===== config.mk =====
export PLATFORM = sky130hd
export DESIGN_NAME = msrv32_machine_timer_flat
export DESIGN_NICKNAME = d
export VERILOG_FILES = /design/src/rtl/msrv32_machine_timer_if.sv /design/src/rtl/msrv32_machine_timer.sv /design/src/flat_wrapper.sv
export SDC_FILE = /design/constraint.sdc
export NUM_CORES = 1
export LEC_CHECK = 0
export ABC_AREA = 1
export CELL_PAD_IN_SITES_DETAIL_PLACEMENT = 1
export CELL_PAD_IN_SITES_GLOBAL_PLACEMENT = 2
export CORE_ASPECT_RATIO = 1.1
export CORE_UTILIZATION = 28
export DETAILED_ROUTE_END_ITERATION = 8
export PLACE_DENSITY = 0.83
export SYNTH_ARGS = -nofsm -noshare
export SYNTH_HDL_FRONTEND = slang
export SYNTH_SLANG_ARGS = --single-unit

===== constraint.sdc =====
create_clock -name ms_riscv32_mp_clk_in -period 2.35 [get_ports ms_riscv32_mp_clk_in]
set_input_delay 0.47 -clock ms_riscv32_mp_clk_in [delete_from_list [all_inputs] [get_ports ms_riscv32_mp_clk_in]]
set_output_delay 0.47 -clock ms_riscv32_mp_clk_in [all_outputs]
set_load 0.005 [all_outputs]

===== src/rtl/msrv32_machine_timer_if.sv =====
// Register-port bundle between the data memory bus decoder and the machine timer.
// The master drives single-cycle requests; the slave returns ack/err/rdata one cycle later.
interface msrv32_machine_timer_if;
    logic        tmr_req_in;
    logic        tmr_wr_in;
    logic [31:0] tmr_addr_in;
    logic [31:0] tmr_wdata_in;
    logic [3:0]  tmr_wr_mask_in;
    logic [31:0] tmr_rdata_out;
    logic        tmr_ack_out;
    logic        tmr_err_out;

    modport master (
        output tmr_req_in, tmr_wr_in, tmr_addr_in, tmr_wdata_in, tmr_wr_mask_in,
        input  tmr_rdata_out, tmr_ack_out, tmr_err_out
    );

    modport slave (
        input  tmr_req_in, tmr_wr_in, tmr_addr_in, tmr_wdata_in, tmr_wr_mask_in,
        output tmr_rdata_out, tmr_ack_out, tmr_err_out
    );
endinterface


===== src/rtl/msrv32_machine_timer.sv =====
// Machine timer: 64-bit mtime/mtimecmp, msip, registered timer and software interrupts.
// Define MSRV32_MTIME_WRITE_EN to make mtime software-writable; otherwise mtime writes return err.
module msrv32_machine_timer #(
    parameter int unsigned PRESCALE  = 1,
    parameter logic [31:0] BASE_ADDR = 32'h0200_0000
) (
    input  logic                   ms_riscv32_mp_clk_in,
    input  logic                   ms_riscv32_mp_rst_in,
    msrv32_machine_timer_if.slave  bus,
    output logic [63:0]            rc_out,
    output logic                   tirq_out,
    output logic                   sirq_out
);

    typedef enum logic {ACK_IDLE, ACK_PEND} ack_state_t;

    localparam logic [15:0] PRESCALE_LAST = 16'(PRESCALE - 1);

    ack_state_t  ack_state;
    ack_state_t  ack_state_nxt;
    logic [15:0] pre_cnt;
    logic [63:0] mtime;
    logic [63:0] mtimecmp;
    logic        msip;
    logic [31:0] rdata_q;
    logic        err_q;

    logic [31:2] word_off;
    logic        sel;
    logic        wr_en;
    logic [2:0]  idx;
    logic        tick;
    logic [63:0] mtime_inc;
    logic [63:0] mtime_nxt;
    logic [63:0] mtimecmp_nxt;
    logic        msip_nxt;
    logic [31:0] rd_mux;
    logic        acc_err;

    function automatic logic [31:0] merge_bytes(input logic [31:0] old_val,
                                                input logic [31:0] new_val,
                                                input logic [3:0]  mask);
        logic [31:0] res;
        for (int b = 0; b < 4; b++)
            res[8*b +: 8] = mask[b] ? new_val[8*b +: 8] : old_val[8*b +: 8];
        return res;
    endfunction

    // The low two address bits never take part in decoding, so work in word offsets.
    assign word_off  = bus.tmr_addr_in[31:2] - BASE_ADDR[31:2];
    assign sel       = bus.tmr_req_in && (word_off[31:5] == 27'd0);
    assign idx       = word_off[4:2];
    assign wr_en     = sel && bus.tmr_wr_in;
    assign tick      = (pre_cnt == PRESCALE_LAST);
    assign mtime_inc = mtime + 64'(tick);

    // Software writes override only the enabled bytes; the rest follow this cycle's increment.
    always_comb begin
        mtime_nxt    = mtime_inc;
        mtimecmp_nxt = mtimecmp;
        msip_nxt     = msip;
        rd_mux       = 32'd0;
        acc_err      = 1'b0;
        case (idx)
            3'd0: begin
                rd_mux = mtime[31:0];
`ifdef MSRV32_MTIME_WRITE_EN
                if (wr_en)
                    mtime_nxt[31:0] = merge_bytes(mtime_inc[31:0], bus.tmr_wdata_in, bus.tmr_wr_mask_in);
`else
                acc_err = bus.tmr_wr_in;
`endif
            end
            3'd1: begin
                rd_mux = mtime[63:32];
`ifdef MSRV32_MTIME_WRITE_EN
                if (wr_en)
                    mtime_nxt[63:32] = merge_bytes(mtime_inc[63:32], bus.tmr_wdata_in, bus.tmr_wr_mask_in);
`else
                acc_err = bus.tmr_wr_in;
`endif
            end
            3'd2: begin
                rd_mux = mtimecmp[31:0];
                if (wr_en)
                    mtimecmp_nxt[31:0] = merge_bytes(mtimecmp[31:0], bus.tmr_wdata_in, bus.tmr_wr_mask_in);
            end
            3'd3: begin
                rd_mux = mtimecmp[63:32];
                if (wr_en)
                    mtimecmp_nxt[63:32] = merge_bytes(mtimecmp[63:32], bus.tmr_wdata_in, bus.tmr_wr_mask_in);
            end
            3'd4: begin
                rd_mux = {31'd0, msip};
                if (wr_en && bus.tmr_wr_mask_in[0])
                    msip_nxt = bus.tmr_wdata_in[0];
            end
            default: acc_err = 1'b1;
        endcase
    end

    always_comb begin
        ack_state_nxt = ACK_IDLE;
        if (sel)
            ack_state_nxt = ACK_PEND;
    end

    always_ff @(posedge ms_riscv32_mp_clk_in or negedge ms_riscv32_mp_rst_in) begin
        if (!ms_riscv32_mp_rst_in) begin
            ack_state <= ACK_IDLE;
            pre_cnt   <= 16'd0;
            mtime     <= 64'd0;
            mtimecmp  <= 64'hFFFF_FFFF_FFFF_FFFF;
            msip      <= 1'b0;
            rdata_q   <= 32'd0;
            err_q     <= 1'b0;
            tirq_out  <= 1'b0;
            sirq_out  <= 1'b0;
        end else begin
            ack_state <= ack_state_nxt;
            pre_cnt   <= tick ? 16'd0 : pre_cnt + 16'd1;
            mtime     <= mtime_nxt;
            mtimecmp  <= mtimecmp_nxt;
            msip      <= msip_nxt;
            rdata_q   <= (sel && !bus.tmr_wr_in) ? rd_mux : 32'd0;
            err_q     <= sel && acc_err;
            tirq_out  <= (mtime >= mtimecmp);
            sirq_out  <= msip;
        end
    end

    assign bus.tmr_ack_out   = (ack_state == ACK_PEND);
    assign bus.tmr_rdata_out = rdata_q;
    assign bus.tmr_err_out   = err_q;
    assign rc_out            = mtime;

endmodule


===== src/flat_wrapper.sv =====
// flat-port wrapper written by rule: the top's interface ports become plain ports
module msrv32_machine_timer_flat 
#(
    parameter int unsigned PRESCALE  = 1,
    parameter logic [31:0] BASE_ADDR = 32'h0200_0000
)
  (ms_riscv32_mp_clk_in, ms_riscv32_mp_rst_in, rc_out, tirq_out, sirq_out, bus_tmr_req_in, bus_tmr_wr_in, bus_tmr_addr_in, bus_tmr_wdata_in, bus_tmr_wr_mask_in, bus_tmr_rdata_out, bus_tmr_ack_out, bus_tmr_err_out);
  msrv32_machine_timer_if bus_i ();
  input  logic ms_riscv32_mp_clk_in;
  input  logic ms_riscv32_mp_rst_in;
  output logic [63:0] rc_out;
  output logic tirq_out;
  output logic sirq_out;
  input wire logic [$bits(bus_i.tmr_req_in)-1:0] bus_tmr_req_in;
  input wire logic [$bits(bus_i.tmr_wr_in)-1:0] bus_tmr_wr_in;
  input wire logic [$bits(bus_i.tmr_addr_in)-1:0] bus_tmr_addr_in;
  input wire logic [$bits(bus_i.tmr_wdata_in)-1:0] bus_tmr_wdata_in;
  input wire logic [$bits(bus_i.tmr_wr_mask_in)-1:0] bus_tmr_wr_mask_in;
  output wire logic [$bits(bus_i.tmr_rdata_out)-1:0] bus_tmr_rdata_out;
  output wire logic [$bits(bus_i.tmr_ack_out)-1:0] bus_tmr_ack_out;
  output wire logic [$bits(bus_i.tmr_err_out)-1:0] bus_tmr_err_out;
  assign bus_i.tmr_req_in = bus_tmr_req_in;
  assign bus_i.tmr_wr_in = bus_tmr_wr_in;
  assign bus_i.tmr_addr_in = bus_tmr_addr_in;
  assign bus_i.tmr_wdata_in = bus_tmr_wdata_in;
  assign bus_i.tmr_wr_mask_in = bus_tmr_wr_mask_in;
  assign bus_tmr_rdata_out = bus_i.tmr_rdata_out;
  assign bus_tmr_ack_out = bus_i.tmr_ack_out;
  assign bus_tmr_err_out = bus_i.tmr_err_out;
  msrv32_machine_timer #(.PRESCALE(PRESCALE), .BASE_ADDR(BASE_ADDR)) u_core (.ms_riscv32_mp_clk_in(ms_riscv32_mp_clk_in), .ms_riscv32_mp_rst_in(ms_riscv32_mp_rst_in), .bus(bus_i), .rc_out(rc_out), .tirq_out(tirq_out), .sirq_out(sirq_out));
endmodule

==> results.sh, run 1 <==
export IMPL_synth_distinct_cells=33
export IMPL_syn2layout_area_growth_pct=34.7
export IMPL_grt_ovfl_total=0
export IMPL_synthesis_area_um2=10600
export IMPL_setup_violations_final=0
export IMPL_synth_top_family_by_area="simple AND/OR/NAND/NOR gates"
export IMPL_final_period_utilization_pct=99.8
export IMPL_holdWs_ps=416
export IMPL_synth_fa_ha_area_share_pct=8.06
export IMPL_drt_iter0_drc=414
export IMPL_power_leakage_nw=6.28
export IMPL_rows=74
export IMPL_cap_violations=0
export IMPL_hp_class="reg -> reg"
export IMPL_clk_pin_slew_ps=70
export IMPL_cts_buffers=17
export IMPL_antenna_cells=0
export IMPL_dieHeight_um=206
export IMPL_synth_compound_area_share_pct=7.34
export IMPL_syn_mean_instance_area_um2=7.89
export IMPL_cp_end_kind="flip-flop"
export IMPL_critPathKind="reg -> reg"
export IMPL_layout_nets=1738
export IMPL_die_area_um2=38500
export IMPL_grt_pass1_vias=10800
export IMPL_p_per_area_nw_per_um2=437
export IMPL_r2r_start="u_core.pre_cnt[1]"
export IMPL_crit_chain="inv_2 -> ha_4 -> nand4_1 -> nor2_1 -> nand2_1 -> inv_2 -> ha_4 -> ha_4 -> inv_4 -> nor2_4 -> inv_4 -> nor2_8 -> inv_2 -> nor2_4 -> nand4_1 -> xor2_1"
export IMPL_syn_nets=1478
export IMPL_start_kind="flip-flop"
export IMPL_post_dp_hpwl_mm=32.2
export IMPL_arrival_ps=2690
export IMPL_synth_xor_area_share_pct=5.81
export IMPL_cts_tree="yes"
export IMPL_wl_per_cell_um=19.1
export IMPL_drive_above_1_share_pct=15.2
export IMPL_clockBufferDepth=2
export IMPL_worst_pin_slew_ps=653
export IMPL_synthSimpleGateAreaFrac_pct=27.8
export IMPL_viasPerCell=4.70
export IMPL_fmax_ghz=0.426
export IMPL_grt_max_degree=55
export IMPL_synthCells=1338
export IMPL_insertion_delay_ps=470
export IMPL_synth_seq_cells=181
export IMPL_rsz0062_at_grt="yes"
export IMPL_drc=0
export IMPL_post_dp_cell_area_um2=13500
export IMPL_dr_pass1_iters=4
export IMPL_worstPathMaxFanout=4
export IMPL_seq_area_frac_synth_pct=43.7
export IMPL_vias=9897
export IMPL_hold_end="u_core.sirq_out"
export IMPL_synth_warnings=0
export IMPL_synthMuxAreaShare_pct=0
export IMPL_hold_depth=0
export IMPL_rrSetupSlack_ps=4
export IMPL_min_period_ps=2350
export IMPL_cts_root_buffer="clkbuf_16"
export IMPL_slew_viol_final=0
export IMPL_power_mw=6.22
export IMPL_status="complete, no violations"
export IMPL_routed_wirelength_mm=40.1
export IMPL_hp_start="u_core.msip"
export IMPL_io_pins=172
export IMPL_design_area_um2=14200
export IMPL_track_usage_pct=21.5
export IMPL_slowest_delay_ps=390
export IMPL_grt_pass1_wl_mm=62.2
export IMPL_place_gp_congestion=0.887
export IMPL_port_buffers=169
export IMPL_cp_required_ps=2700
export IMPL_ff2ff_path_depth=16
export IMPL_maxSlewHeadroom_pct=56.4
export IMPL_critPathSlowestCell="dfrtp_1"
export IMPL_peakVddDrop_uv=494
export IMPL_clock_sinks=181
export IMPL_hold_viol=0
export IMPL_r2r_end="u_core.rc_out[46]"
export IMPL_drtAntennaViolNets=0
export IMPL_core_area_um2=37100
export IMPL_start_util_pct=28.4
export IMPL_finClkSkew_ps=14.2
export IMPL_antenna_found_initial=0
export IMPL_htreeDepth=4
export IMPL_die_x_um=187
==> Yosys cell counts <==
| master | number | area share (%) |
|---|---|---|
| nor4_1 | 7 | 0.41 |
| a21oi_1 | 95 | 4.5 |
| clkinv_2 | 6 | 0.28 |
| nor2_4 | 6 | 0.64 |
| clkinv_1 | 1 | 0.036 |
| xnor2_1 | 9 | 0.75 |
| and2_0 | 1 | 0.059 |
| clkbuf_1 | 16 | 0.57 |
| nand2_1 | 389 | 14 |
| nor2_1 | 119 | 4.2 |
| nand4_1 | 25 | 1.5 |
| a21o_1 | 1 | 0.071 |
| buf_6 | 1 | 0.11 |
| o22ai_1 | 32 | 1.9 |
| o21a_1 | 4 | 0.28 |
| nand3_1 | 60 | 2.8 |
| inv_1 | 169 | 6.0 |
| dfrtp_1 | 117 | 28 |
| and3_1 | 2 | 0.12 |
| and3b_1 | 2 | 0.17 |
| inv_2 | 5 | 0.18 |
| nor2_8 | 2 | 0.38 |
| xor2_1 | 61 | 5.1 |
| a31oi_1 | 1 | 0.059 |
| buf_2 | 2 | 0.095 |
| dfstp_2 | 64 | 16 |
| nor3_2 | 3 | 0.28 |
| nand2_2 | 7 | 0.41 |
| nand2_4 | 7 | 0.75 |
| nor2_2 | 8 | 0.47 |
| o21ai_0 | 11 | 0.52 |
| ha_1 | 68 | 8.1 |
| nor3_1 | 37 | 1.8 |
==> registers in the layout, summed over array words and instances (netlist names) <==
register	count
u_core.pre_cnt	16
u_core.bus.tmr_ack_out	1
u_core.msip	1
u_core.rc_out	64
u_core.mtimecmp	64
u_core.bus.tmr_rdata_out	32
u_core.bus.tmr_err_out	1
u_core.sirq_out	1
u_core.tirq_out	1
==> per-stage QoR <==
step | utilization [%] | instances | TNS [ps] | setup WS (ps)
6_report | 38.3 | 2105 | 0 | 4.12
5_1_grt | 38.3 | 2105 | -331 | -95.8
4_1_cts | 38.0 | 2102 | 0 | 14.3
3_5_place_dp | 36.4 | 2067 | -635 | -109
3_3_place_gp | 36.4 | 2067 | -291 | -88.5
2_1_floorplan | - | 1338 | 0 | 22.4
==> cell type report <==
| type | count | area [µm²] |
|---|---|---|
| fillers | 4473 | 22900 |
| multi-input cells | 957 | 5290 |
| flip-flops and latches | 181 | 4610 |
| repair buffers | 260 | 2460 |
| inverters | 181 | 692 |
| well taps | 494 | 618 |
| clock buffers | 26 | 510 |
| clock inverters | 6 | 45.0 |
==> critical path, delay by kind of cell (launching register included) <==
| family | cells | cell delay, ps |
|---|---|---|
| adders and majority gates | 3 | 430 |
| buffers and inverters | 5 | 330 |
| xor gates and xnor gates | 1 | 200 |
| and+or+nand+nor | 7 | 860 |
| DFF | 1 | 390 |
==> power by group <==
group	switching (mW)	total (mW)	internal [mW]	leakage, nW
Sequential	0.00000000984	3.12	3.12	2.26
Combinational	0.161	0.297	0.136	3.74
Clock	1.29	2.80	1.51	0.271
==> what timing repair did <==
item | 4_1_cts | 5_1_grt
cloned | 0 | 0
setup endpoints to repair | 21 | 27
pin swaps | 2 | 6
gates resized for setup | 7 | 22
buffers inserted | 2 | 3
hold buffers | 1 | 0
hold endpoints to repair | 2 | 0
==> kinds of logic (layout without fill, tap and decap cells) <==
| logic type | Yosys count | count (layout) |
|---|---|---|
| and+or+nand+nor | 675 | 675 |
| AOI/OAI and AO/OA | 144 | 144 |
| xor gates and xnor gates | 70 | 70 |
| DFF | 181 | 181 |
| adders and majority gates | 68 | 68 |
| buffers and inverters | 200 | 473 |
==> per-layer routing <==
| metal | routed length (µm) | part of all wire (%) | vias up | GRT usage (%) |
|---|---|---|---|---|
| met1 | 18300 | 46 | 4890 | 27.0 |
| met4 | 1050 | 2.6 | 0 | 7.82 |
| met5 | 0 | 0 | - | 0 |
| met2 | 19700 | 49 | 145 | 37.4 |
| li1 | - | - | 4815 | - |
| met3 | 1070 | 2.7 | 47 | 3.27 |
==> cell usage in the layout (no fill, tap or decap), types with 10 or more instances in the layout <==
master	instances
a21oi_1	95
buf_4	83
clkbuf_16	18
clkdlybuf4s50_1	168
dfrtp_1	117
dfstp_2	64
ha_1	65
inv_1	166
nand2_1	386
nand3_1	59
nand4_1	25
nor2_1	114
nor2_2	10
nor3_1	35
o21ai_0	10
o22ai_1	32
xor2_1	61
==> worst max-delay path by stage <==
| stage | start | endpoint | slack [ps] | cells after the start |
|---|---|---|---|---|
| after CTS | u_core.pre_cnt[0] | u_core.rc_out[63] | 10 | 15 |
| after floorplan | u_core.pre_cnt[0] | u_core.rc_out[34] | 20 | 16 |
| after detailed placement | u_core.pre_cnt[10] | u_core.rc_out[46] | -110 | 15 |
| after global routing | u_core.pre_cnt[0] | u_core.rc_out[46] | -100 | 16 |
| after global placement | u_core.pre_cnt[10] | u_core.rc_out[46] | -90 | 15 |
| final | u_core.pre_cnt[1] | u_core.rc_out[46] | 4 | 16 |
Power figures use the tool's default switching activity.
==> inputs of run 2 (changes only) <==
--- a/config.mk
+++ b/config.mk
@@ -11,7 +11,10 @@
 export CORE_ASPECT_RATIO = 1.1
 export CORE_UTILIZATION = 28
 export DETAILED_ROUTE_END_ITERATION = 8
+export GPL_TIMING_DRIVEN = 0
+export HOLD_SLACK_MARGIN = 0.06
 export PLACE_DENSITY = 0.83
 export SYNTH_ARGS = -nofsm -noshare
 export SYNTH_HDL_FRONTEND = slang
 export SYNTH_SLANG_ARGS = --single-unit
+export TNS_END_PERCENT = 50
==> run 2 against run 1 <==
The flow now finishes with violations (negative setup slack). First-iteration DRC count up 5.6%. Sequential power barely moved. Wire length grew 1.8%. Via count is 0.70% lower. Critical path depth decreased by 1. Clock power increased by 11%.
==> results.sh, run 2 (synthesis results as in run 1) <==
export IMPL_final_common_cell="nand2_1"
export IMPL_core_area_um2=37100
export IMPL_p_switching_mw=1.56
export IMPL_ff2ff_path_depth=15
export IMPL_violations="negative setup slack"
export IMPL_cp_startpoint="u_core.pre_cnt[10]"
export IMPL_rsz0062_at_grt="yes"
export IMPL_place_gp_congestion=0.919
export IMPL_p_comb_share_pct=4.3
export IMPL_peakVddDrop_uv=493
export IMPL_cp_num_cells=15
export IMPL_slowest_delay_ps=410
export IMPL_htreeDepth=4
export IMPL_drc=0
export IMPL_io_pins=172
export IMPL_cp_required_ps=2700
export IMPL_slew_viol_final=0
export IMPL_nFillCells=4414
export IMPL_vias=9828
export IMPL_power_leakage_nw=6.19
export IMPL_arrival_ps=2940
export IMPL_insertion_delay_ps=470
export IMPL_p_seq_share_pct=47.9
export IMPL_layout_common_cells="380 x nand2_1, 168 x clkdlybuf4s50_1, 166 x inv_1"
export IMPL_design_area_um2=14100
export IMPL_start_util_pct=28.4
export IMPL_viasPerCell=4.74
export IMPL_port_buffers=169
export IMPL_grt_pass1_vias=10500
export IMPL_worstPathMaxFanout=4
export IMPL_grt_pass1_wl_mm=63.5
export IMPL_layout_nets=1708
export IMPL_status="finished with violations"
export IMPL_intPower_mw=4.95
export IMPL_hp_start="u_core.msip"
export IMPL_dp_cells=2002
export IMPL_routed_wirelength_mm=40.9
export IMPL_die_x_um=187
export IMPL_min_period_ps=2590
export IMPL_cap_violations=0
export IMPL_hold_depth=0
export IMPL_rows=74
export IMPL_maxSlewHeadroom_pct=47.7
export IMPL_die_area_um2=38500
export IMPL_start_kind="flip-flop"
export IMPL_syn2layout_area_growth_pct=33.9
export IMPL_setup_violations_final=19
export IMPL_finClkSkew_ps=11.8
export IMPL_wl_per_cell_um=19.7
export IMPL_crit_end="u_core.rc_out[46]"
export IMPL_holdWs_ps=413
export IMPL_fin_cells=2075
export IMPL_fmax_ghz=0.386
export IMPL_netSwitchingFraction_pct=24.0
export IMPL_path_delay_family="simple AND/OR/NAND/NOR gates"
export IMPL_clk_pin_slew_ps=80
export IMPL_critPathSlowestCell="dfrtp_2"
export IMPL_final_period_utilization_pct=110
export IMPL_r2r_start="u_core.pre_cnt[10]"
export IMPL_drtAntennaViolNets=0
export IMPL_dr_pass1_iters=5
export IMPL_crit_chain="nor2_1 -> nand2_1 -> nor4_2 -> nand2_1 -> inv_2 -> ha_4 -> ha_4 -> inv_4 -> nor2_4 -> inv_4 -> nor2_8 -> inv_2 -> nor2_4 -> nand4_1 -> xor2_1"
export IMPL_drive_above_1_share_pct=14.4
export IMPL_clock_sinks=181
export IMPL_track_usage_pct=22.0
export IMPL_critPathKind="reg -> reg"
export IMPL_antenna_cells=0
export IMPL_rrSetupSlack_ps=-240
export IMPL_dieHeight_um=206
export IMPL_cts_root_buffer="clkbuf_16"
export IMPL_hp_class="reg -> reg"
export IMPL_cp_end_kind="flip-flop"
export IMPL_final_setup_worst_slack_ps=-238
export IMPL_post_dp_cell_area_um2=12900
export IMPL_drt_iter0_drc=437
export IMPL_antenna_found_initial=0
export IMPL_clockBufferDepth=2
export IMPL_post_dp_hpwl_mm=32.2
export IMPL_r2r_end="u_core.rc_out[46]"
export IMPL_grt_ovfl_total=0
export IMPL_cp_buffers_inverters=4
export IMPL_grt_max_degree=96
export IMPL_worst_pin_slew_ps=785
export IMPL_hold_viol=0
export IMPL_cts_tree="yes"
export IMPL_cts_buffers=17
export IMPL_p_per_area_nw_per_um2=461
export IMPL_pwr_share_clk_pct=47.8
run 2: layout make-up:
class	count	area [µm²]	area share, %
buffer	18	77.6	0.549
clock buffer	18	439	3.11
clock inverter	14	174	1.23
inverter	181	697	4.93
multi-input combinational	957	5430	38.4
sequential	181	4610	32.6
tap	494	618	4.37
timing repair buffer	212	2080	14.7
run 2: what timing repair did:
item                                    CTS  global route
gates resized for setup                  31            46
pin swaps                                14            16
endpoints found under the setup margin   49            45
hold endpoints to repair                 26             0
hold buffers                              1             0
buffers inserted                         26            16
run 2: power groups by stage:
| stage | Sequential [mW] | Clock (mW) | Combinational, mW |
|---|---|---|---|
| after floorplan | 3.18 | 0 | 0.0475 |
| after global placement | 3.18 | 0 | 0.274 |
| after detailed placement | 3.17 | 0 | 0.285 |
| after CTS | 3.12 | 3.18 | 0.288 |
| after global routing | 3.12 | 3.29 | 0.307 |
| final | 3.12 | 3.12 | 0.279 |
run 2: through the flow:
stage / TNS, ps / worst slack, ps / utilization, % / total power [mW]
finish: -1690 / -238 / 38.1 / 6.51
global route: -6380 / -409 / 38.1 / 6.72
CTS: -1570 / -225 / 37.3 / 6.59
detailed placement: -26840 / -895 / 34.8 / 3.46
global placement: -1153010 / -7130 / 34.7 / 3.45
floorplan: 0 / 22.4 / - / 3.22
run 2: metal layers:
| metal | vias up | track usage, % | share of wire [%] |
|---|---|---|---|
| li1 | 4740 | - | - |
| met1 | 4872 | 27.9 | 45 |
| met2 | 164 | 37.5 | 49 |
| met3 | 52 | 3.22 | 2.8 |
| met4 | 0 | 9.22 | 3.2 |
| met5 | - | 0 | 0 |
run 2: how the worst min path moves through the flow:
stage                             end
6_report              u_core.sirq_out
5_1_grt               u_core.sirq_out
4_1_cts               u_core.sirq_out
3_5_place_dp          u_core.sirq_out
3_3_place_gp          u_core.sirq_out
2_1_floorplan  u_core.bus.tmr_ack_out
==> inputs of run 3 (changes only) <==
--- a/config.mk
+++ b/config.mk
@@ -14,6 +14,7 @@
 export GPL_TIMING_DRIVEN = 0
 export HOLD_SLACK_MARGIN = 0.06
 export PLACE_DENSITY = 0.83
+export SKIP_LAST_GASP = 1
 export SYNTH_ARGS = -nofsm -noshare
 export SYNTH_HDL_FRONTEND = slang
 export SYNTH_SLANG_ARGS = --single-unit
==> run 3 against run 2 <==
The flow still finishes with violations (negative setup slack). Wire length is essentially flat. Setup slack gained 22 ps. Clock-buffer cell count is the same. Via count shrank 0.39%. Fmax grew 0.87%. Sequential cell count is the same. Sequential share of layout area grew 0.098 points. Critical path type unchanged. Largest power group unchanged.
==> results.sh, run 3 (synthesis results as in run 1) <==
export IMPL_fmax_ghz=0.390
export IMPL_syn2layout_area_growth_pct=33.5
export IMPL_port_buffers=169
export IMPL_layout_nets=1710
export IMPL_die_area_um2=38500
export IMPL_hold_viol=0
export IMPL_insertion_delay_ps=470
export IMPL_final_period_utilization_pct=109
export IMPL_place_gp_congestion=0.919
export IMPL_met2_length_mm=20.1
export IMPL_design_area_um2=14100
export IMPL_power_leakage_nw=6.19
export IMPL_dp_cells=2002
export IMPL_r2r_end="u_core.rc_out[46]"
export IMPL_viasPerCell=4.71
export IMPL_antenna_cells=0
export IMPL_track_usage_pct=22.0
export IMPL_final_common_cell="nand2_1"
export IMPL_min_period_ps=2570
export IMPL_worst_pin_slew_ps=799
export IMPL_slew_viol_final=0
export IMPL_rrSetupSlack_ps=-220
export IMPL_start_kind="flip-flop"
export IMPL_layout_common_cells="385 x nand2_1, 168 x clkdlybuf4s50_1, 166 x inv_1"
export IMPL_arrival_ps=2910
export IMPL_cts_root_buffer="clkbuf_16"
export IMPL_post_dp_cell_area_um2=12900
export IMPL_maxSlewHeadroom_pct=46.7
export IMPL_dr_pass1_iters=4
export IMPL_ff2ff_path_depth=15
export IMPL_route_met3_wl_mm=1.09
export IMPL_grt_pass1_vias=10500
export IMPL_status="finished with violations"
export IMPL_cp_required_ps=2700
export IMPL_grt_max_degree=96
export IMPL_grt_ovfl_total=0
export IMPL_core_area_um2=37100
export IMPL_cts_buffers=17
export IMPL_violations="negative setup slack"
export IMPL_antenna_found_initial=0
export IMPL_post_dp_hpwl_mm=32.2
export IMPL_final_setup_tns_ps=-1430
export IMPL_htreeDepth=4
export IMPL_rsz0062_at_grt="yes"
export IMPL_clock_sinks=181
export IMPL_fin_cells=2077
export IMPL_dieHeight_um=206
export IMPL_drt_iter0_drc=430
export IMPL_routed_top_layer="met4"
export IMPL_cp_startpoint="u_core.pre_cnt[10]"
export IMPL_start_util_pct=28.4
export IMPL_cp_end_kind="flip-flop"
export IMPL_r2r_start="u_core.pre_cnt[10]"
export IMPL_final_setup_worst_slack_ps=-216
export IMPL_vias=9790
export IMPL_cap_violations=0
export IMPL_setup_violations_final=15
export IMPL_drive_above_1_share_pct=13.9
export IMPL_io_pins=172
export IMPL_wl_per_cell_um=19.7
export IMPL_critPathKind="reg -> reg"
export IMPL_drtAntennaViolNets=0
export IMPL_drc=0
export IMPL_fin_util_pct=37.9
export IMPL_clk_pin_slew_ps=70
export IMPL_hold_depth=0
export IMPL_die_x_um=187
export IMPL_hp_class="reg -> reg"
export IMPL_grt_pass1_wl_mm=63.5
export IMPL_nFillCells=4411
export IMPL_routed_wirelength_mm=40.9
export IMPL_finClkSkew_ps=13.1
export IMPL_dp_slack_ps=-895
export IMPL_p_per_area_nw_per_um2=463
export IMPL_wl_met1_mm=18.4
export IMPL_worstPathMaxFanout=4
export IMPL_rows=74
export IMPL_cts_tree="yes"
export IMPL_crit_end="u_core.rc_out[46]"
export IMPL_peakVddDrop_uv=495
export IMPL_clockBufferDepth=2
run 3: cell type report:
type	count	area, µm²	share of cell area (%)
Multi-Input combinational cell	957	5390	38.3
Buffer	18	77.6	0.551
Timing Repair Buffer	214	2080	14.7
Sequential cell	181	4610	32.7
Clock buffer	18	439	3.12
Tap cell	494	618	4.39
Clock inverter	14	174	1.23
Inverter	181	697	4.95
run 3: worst max-delay path, cell delays in order, from the launching register on:
cell,delay [ps]
dfrtp_2,410
nor2_1,90
nand2_1,60
nor4_2,250
nand2_1,130
inv_2,110
ha_4,180
ha_4,160
inv_4,40
nor2_4,190
inv_4,70
nor2_8,90
inv_2,50
nor2_4,130
nand4_1,250
xor2_1,230
run 3: power by group:
group / internal, mW / switching (mW)
Clock: 1.71 / 1.41
Combinational: 0.121 / 0.158
Sequential: 3.12 / 0.0000000104
run 3: worst min path at each step:
stage,from,to,slack (ps)
4_1_cts,u_core.msip,u_core.sirq_out,420
5_1_grt,u_core.msip,u_core.sirq_out,430
3_3_place_gp,u_core.msip,u_core.sirq_out,390
6_report,u_core.msip,u_core.sirq_out,410
2_1_floorplan,ms_riscv32_mp_rst_in,u_core.bus.tmr_ack_out,170
3_5_place_dp,u_core.msip,u_core.sirq_out,400
run 3: stage by stage:
step	hold WS (ps)	total power, mW
3_5_place_dp	401	3.46
6_report	413	6.52
2_1_floorplan	174	3.22
5_1_grt	432	6.72
4_1_cts	419	6.59
3_3_place_gp	392	3.45
run 3: routing by layer:
metal	vias to the layer above	track usage, %
met1	4853	28.0
met4	0	9.22
li1	4737	-
met2	149	37.4
met5	-	0
met3	51	3.22
run 3: repair_timing:
action | in CTS | in global routing
resized for setup | 26 | 34
buffers inserted | 26 | 18
pin swaps | 13 | 19
hold buffers | 1 | 0
hold endpoints to repair | 26 | 0
setup endpoints to repair | 49 | 45
